**config.mk**
```make
export PLATFORM = sky130hd
export DESIGN_NAME = reg_file
export DESIGN_NICKNAME = d
export VERILOG_FILES = /design/src/rtl/mips_pkg.sv /design/src/rtl/reg_file_rdport.sv /design/src/rtl/reg_file.sv
export SDC_FILE = /design/constraint.sdc
export NUM_CORES = 2
export LEC_CHECK = 0
export CORE_AREA = 2 2 324 390
export CTS_CLUSTER_SIZE = 12
export DETAILED_ROUTE_END_ITERATION = 8
export DIE_AREA = 0 0 326 392
export SLEW_MARGIN = 15
export SYNTH_ARGS = -nofsm -noshare
export SYNTH_HDL_FRONTEND = slang
export SYNTH_SLANG_ARGS = --single-unit
```
**constraint.sdc**
```tcl
create_clock -name clk -period 4.7 [get_ports clk]
set_input_delay 0.94 -clock clk [delete_from_list [all_inputs] [get_ports clk]]
set_output_delay 0.94 -clock clk [all_outputs]
set_load 0.02 [all_outputs]
```
**src/rtl/mips_pkg.sv**
```systemverilog
// Shared MIPS datapath constants: default widths and the hardwired-zero register index.
// The mux, the ALU and the register file all take their defaults from here.
package mips_pkg;

  localparam int DATA_W_DEFAULT   = 32;
  localparam int ADDR_W_DEFAULT   = 5;
  localparam int NUM_REGS_DEFAULT = 1 << ADDR_W_DEFAULT;
  localparam int REG_ZERO         = 0;

  // True when the index names the hardwired-zero register.
  function automatic logic is_reg_zero(input logic [ADDR_W_DEFAULT-1:0] addr);
    return addr == ADDR_W_DEFAULT'(REG_ZERO);
  endfunction

endpackage

```
**src/rtl/reg_file_rdport.sv**
```systemverilog
// One combinational read port: forces r0 to zero and forwards same-cycle write data
// (write-first) when the write hits the register being read.
module reg_file_rdport
  import mips_pkg::*;
#(
  parameter int DATA_W = DATA_W_DEFAULT,
  parameter int ADDR_W = ADDR_W_DEFAULT
) (
  input  logic [ADDR_W-1:0] raddr,
  input  logic [DATA_W-1:0] stored,
  input  logic              bypass_en,
  input  logic [ADDR_W-1:0] waddr,
  input  logic [DATA_W-1:0] wdata,
  output logic [DATA_W-1:0] rdata
);

  logic read_zero;
  logic hit;

  assign read_zero = (raddr == ADDR_W'(REG_ZERO));
  // A hit on a nonzero read address implies a nonzero write address.
  assign hit       = bypass_en && (raddr == waddr);

  always_comb begin
    rdata = stored;
    if (read_zero) begin
      rdata = '0;
    end else if (hit) begin
      rdata = wdata;
    end
  end

endmodule

```
**src/rtl/reg_file.sv**
```systemverilog
// 32-entry, two-read / one-write register file with zero-latency reads,
// write-first bypass and a hardwired-zero r0.
module reg_file
  import mips_pkg::*;
#(
  parameter int DATA_W = DATA_W_DEFAULT,
  parameter int ADDR_W = ADDR_W_DEFAULT
) (
  input  logic              clk,
  input  logic              rst,
  input  logic              we,
  input  logic [ADDR_W-1:0] waddr,
  input  logic [DATA_W-1:0] wdata,
  input  logic [ADDR_W-1:0] raddr_a,
  input  logic [ADDR_W-1:0] raddr_b,
  output logic [DATA_W-1:0] rdata_a,
  output logic [DATA_W-1:0] rdata_b
);

  localparam int NUM_REGS = 2 ** ADDR_W;
  localparam int NUM_PORTS = 2;

  logic [DATA_W-1:0] regs [NUM_REGS];
  logic              write_en;
  logic              bypass_en;

  logic [ADDR_W-1:0] rd_addr [NUM_PORTS];
  logic [DATA_W-1:0] rd_data [NUM_PORTS];

  // Reset wins over a write, and also hides the write from the read ports.
  assign bypass_en = we && !rst;
  assign write_en  = bypass_en && (waddr != ADDR_W'(REG_ZERO));

  always_ff @(posedge clk) begin
    if (rst) begin
      for (int i = 0; i < NUM_REGS; i++) begin
        regs[i] <= '0;
      end
    end else if (write_en) begin
      regs[waddr] <= wdata;
    end
  end

  assign rd_addr[0] = raddr_a;
  assign rd_addr[1] = raddr_b;
  assign rdata_a    = rd_data[0];
  assign rdata_b    = rd_data[1];

  generate
    for (genvar gi = 0; gi < NUM_PORTS; gi++) begin : g_rdport
      reg_file_rdport #(
        .DATA_W(DATA_W),
        .ADDR_W(ADDR_W)
      ) u_rdport (
        .raddr    (rd_addr[gi]),
        .stored   (regs[rd_addr[gi]]),
        .bypass_en(bypass_en),
        .waddr    (waddr),
        .wdata    (wdata),
        .rdata    (rd_data[gi])
      );
    end
  endgenerate

endmodule

```
Word level (Yosys, flattened, before mapping)
Memory sizes are Yosys's and may differ from the RTL's.
Cells that the tools add are included.

cells by class
  muxes and demuxes = 12
  eq/ne operators = 2
  reduce and logical (&&, ||, !) cells = 9

operator list
  cell               number
  $mux 32            5
  $reduce_or 32->1   1
  $eq 5x5->1         2
  $logic_not 5->1    2
  $mux 1             6
  $mux 5             1
  $reduce_bool 5->1  1
  $logic_and 1x1->1  4
  $logic_not 1->1    1

word-level totals
  RAM bits = 1,024
  register bits after elaboration = 0
  output and inout port bits = 64
  word-level logic and storage cells = 24
  bits of input ports = 50
  memories = 1

memories
  memory  words  width  read ports  clocked after Yosys merged registers in  wr ports  line            text
  regs    32     32     2           0                                        32        reg_file.sv:23  logic [DATA_W-1:0] regs [NUM_REGS];

Depth between registers and ports, before layout
  depth after elaboration = 8
  depth in mapped cells = 11
  depth with buffers taken out = 6

By module
Synthesis repeated with hierarchy kept, for this count alone.

unflattened totals
  cell total of the unflattened synthesis = 4,850
  area, all modules = 57,242.4 um2

modules (own cells, without submodules)
  module           instances  area an instance (um2)  sequential area each (um2)  cells each
  reg_file         1          55,961.2                30,749.5                    4,604
  reg_file_rdport  2          640.6                   0.0                         123

Worst setup path before layout
OpenSTA, ideal clock, no wires.

  path type = input to output
  start point = input port raddr_a[0]
  end point = output port rdata_a[9]
  arrival = 2,787 ps
  path buffers = 5
  cell stages on the path = 10
  data required time = 3,760 ps
  slack = 973 ps
  path through = buf_6 buf_12 buf_12 buf_8 buf_6 mux2i_1 a221o_1 a211oi_1 nor2_1 nor3_1

between the ends
  longest elaborated chain between the ends = 4
  elaborated cells between the ends (all ways) = 6

RTL lines
  element                                                line                   text
  from (decl)                                            reg_file.sv:14         input logic [ADDR_W-1:0] raddr_a,
  branches (longest 3 deep; another with $mem_v2 32x32)  -
  $mux 32 *                                              reg_file_rdport.sv:26  if (read_zero) begin
  to (decl)                                              reg_file.sv:16         output logic [DATA_W-1:0] rdata_a,

Every way passes the cells marked *.

Worst setup path in the final report
  start point = input port raddr_a[4]
  end point = output port rdata_a[0]

Same word-level chain as after synthesis.

==> results.py <==
metrics = {
    "worst_setup_path": {
        "startpoint_type": "primary input",
        "arrival_ns": 3.73,
        "crit_type": "primary input to primary output",
        "crit_path_end": "rdata_a[0]",
        "required_ns": 3.76,
        "critPathLaunch": "raddr_a[4]",
        "end_kind": "primary output",
        "path_max_fanout": 12,
    },
    "timing": {
        "relSlewSlack_pct": 29.5,
        "setup_tns_ns": 0,
        "setup_viol": 0,
        "finalCritPeriodShare_pct": 99.4,
        "fmax_ghz": 0.214,
        "worst_slew_pin_slew_ns": 1.06,
        "hold_violations": 0,
        "rsz0062_at_grt": "true",
        "layout_min_cycle_time_ns": 4.67,
        "finalMaxSlewViolations": 0,
    },
    "final_layout": {
        "max_flop_register": "regs",
        "synthToLayoutAreaGrowth_pct": 18.4,
        "largest_register_ffs": 1024,
        "finalNonFillerCells": 5929,
        "nets": 4236,
        "largest_registers": "regs x1024",
        "layout-drive-gt1-share_pct": 27.7,
    },
    "global_routing": {
        "grt_pass1_vias": 38383,
        "antenna_found_initial": 21,
        "grt_usage_pct": 32.9,
        "grt_remaining_overflow": 0,
        "grt_max_degree": 51,
        "grt_pass1_wl_mm": 294,
    },
    "min_path": {
        "hold_depth": 2,
        "hold_path.class": "primary input to flip-flop",
        "min_from": "rst",
    },
    "flow_run": {
        "maxCapViolations": 0,
    },
    "drt": {
        "wl_mm": 211,
        "drtAntennaViolNets": 0,
        "wl_per_cell_microns": 35.6,
        "drc_errors": 0,
        "vias": 38212,
        "firstDrtPassIters": 6,
        "via_per_inst": 6.44,
        "drt_iter0_drc": 5380,
    },
    "logic_synthesis": {
        "synthArstFlopShare_pct": 0,
        "yosys.area.top_type": "edfxtp_1",
        "yosysWarnings": 0,
        "synth_edf_count": 1024,
        "synthesis.area_sq_um": 55500,
        "synth.top_cell.area_share_pct": 55.4,
        "synth_area_per_cell_sq_um": 14.4,
        "synth-seq-cells": 1024,
        "synth_cells": 3850,
        "yosys.cell_types.count": 53,
        "netlist_top_cells_area": "edfxtp_1 55%, mux4_2 16%, and2_1 11%",
        "yosysSeqAreaShare_pct": 55.4,
        "synthFlopType": "edfxtp_1",
    },
    "floorplanning": {
        "num_rows": 142,
        "initial_core_util_pct": 44.7,
        "core_area_sq_um": 124000,
        "die-area_sq_um": 128000,
        "fp.dieW_microns": 326,
        "io_pins": 114,
        "fp.dieH_microns": 392,
    },
    "power": {
        "vdd_drop_max_uv": 306,
        "p_total_uw": 22700,
        "powerDensity_nw_per_um2": 346,
        "leakagePower_uw": 0.0237,
    },
    "clock_network": {
        "cts.sinks": 1024,
        "clk_pin_slew_ns": 0.06,
        "cts-root-buf": "clkbuf_16",
        "cts_buffers": 112,
        "ctsHoldBuffers": 0,
        "htree_num_levels": 3,
        "cts_buffer_depth": 3,
        "cts_tree": "built",
        "post_cts.repair.setup_buffers": 0,
    },
    "placed_design": {
        "gp_congestion": 0.937,
        "io_buffer_count": 113,
        "dp.cells": 5728,
        "dp_hpwl_mm": 136,
    },
    "outcome": {
        "status": "finished, final reports clean",
    },
}
==> critical path, cell delays in order <==
cell and delay (ns):
buf_2 0.22, buf_12 0.19, buf_4 0.29, nor2b_4 0.27, buf_6 0.26, a22oi_1 0.10
buf_4 0.15, a21oi_2 0.35, a211o_1 0.27, clkdlybuf4s50_1 0.66
==> Yosys cell counts, types with 42 or more instances <==
cell type,number
nor3_1,45
o21ai_0,42
clkbuf_1,298
a22oi_1,54
a221o_1,46
edfxtp_1,1024
a211oi_1,69
and2_1,994
mux2i_1,264
mux4_2,399
buf_2,46
a221oi_1,68
nor2_1,95
a21oi_1,94
==> worst min path at each step <==
stage | end | slack [ns]
3_3_place_gp | regs[0][13] | 1.52
6_report | regs[0][13] | 0.80
5_1_grt | regs[0][13] | 0.80
2_1_floorplan | regs[1][31] | 1.14
4_1_cts | regs[0][13] | 0.78
3_5_place_dp | regs[0][13] | 1.52
==> cell type report <==
class / instances / area, sq um
inverter: 4 / 15.0
tap: 1656 / 2070
multi-input combinational: 2443 / 23500
sequential: 1024 / 30700
clock buffer: 146 / 2950
clock inverter: 51 / 430
fill: 10346 / 58500
antenna: 4 / 10.0
timing repair buffer: 601 / 5980
==> where the power goes <==
part	leakage [uW]	internal, uW	switching [uW]
logic	0.0124	1500	1980
registers	0.00975	10600	255
clock network	0.00165	4800	3650
total	0.0237	16900	5890
==> routing by layer <==
metal	part of all wire (%)	up-vias	track usage [%]	wire length, microns
li1	-	15450	-	-
met1	37	19801	43.0	79100
met2	46	2474	51.9	97300
met3	10	479	6.30	21600
met4	6.1	8	18.3	12900
met5	0.026	-	0	55
==> per-stage QoR <==
stage          worst slack [ns]  cell area (sq um)  utilization (%)  hold slack [ns]
3_3_place_gp             -0.742              62000             49.9             1.52
2_1_floorplan             0.973              55600                -             1.14
5_1_grt                 -0.0122              65700             52.9            0.796
3_5_place_dp             -0.689              62000             49.9             1.52
6_report                 0.0281              65700             52.9            0.796
4_1_cts                  -0.115              65500             52.8            0.776
==> kinds of logic after synthesis <==
| family | Yosys count | synth area share [%] |
|---|---|---|
| compound gates | 433 | 5.66 |
| buf+inv | 414 | 3.46 |
| flops | 1024 | 55.4 |
| mux | 685 | 21.4 |
| other cells | 1 | 0.00676 |
| xor+xnor | 9 | 0.142 |
| simple gates | 1284 | 13.9 |
==> cell usage in the layout, fill, tap and decap left out, types with 5 or more instances in the layout <==
cell type	n
a211o_1	13
clkbuf_16	113
clkbuf_1	33
nor2b_1	36
or2_2	32
xor2_1	9
buf_12	91
o22ai_1	13
mux2i_1	264
mux2_2	22
a211oi_1	65
a21oi_1	85
a221o_1	46
bufinv_16	8
buf_4	407
nor3_1	30
edfxtp_1	1024
clkdlybuf4s50_1	60
nor3_2	7
clkinv_2	17
nor3_4	8
o21ai_0	39
conb_1	32
nand3b_1	6
and2_1	993
a21oi_2	7
dlygate4sd2_1	5
nor3b_1	11
nand2b_1	18
o211ai_1	7
dlymetal6s2s_1	29
a22oi_1	53
mux4_2	399
nand2_1	22
a221oi_1	65
nor2_1	59
nor2_4	34
a22o_1	10
clkinv_1	26
nand3_1	10
==> what timing repair did <==
action,in CTS,in global routing
gates resized for setup,44,44
endpoints found under the setup margin,44,45
pin swaps,3,3
Power figures use the tool's default switching activity.
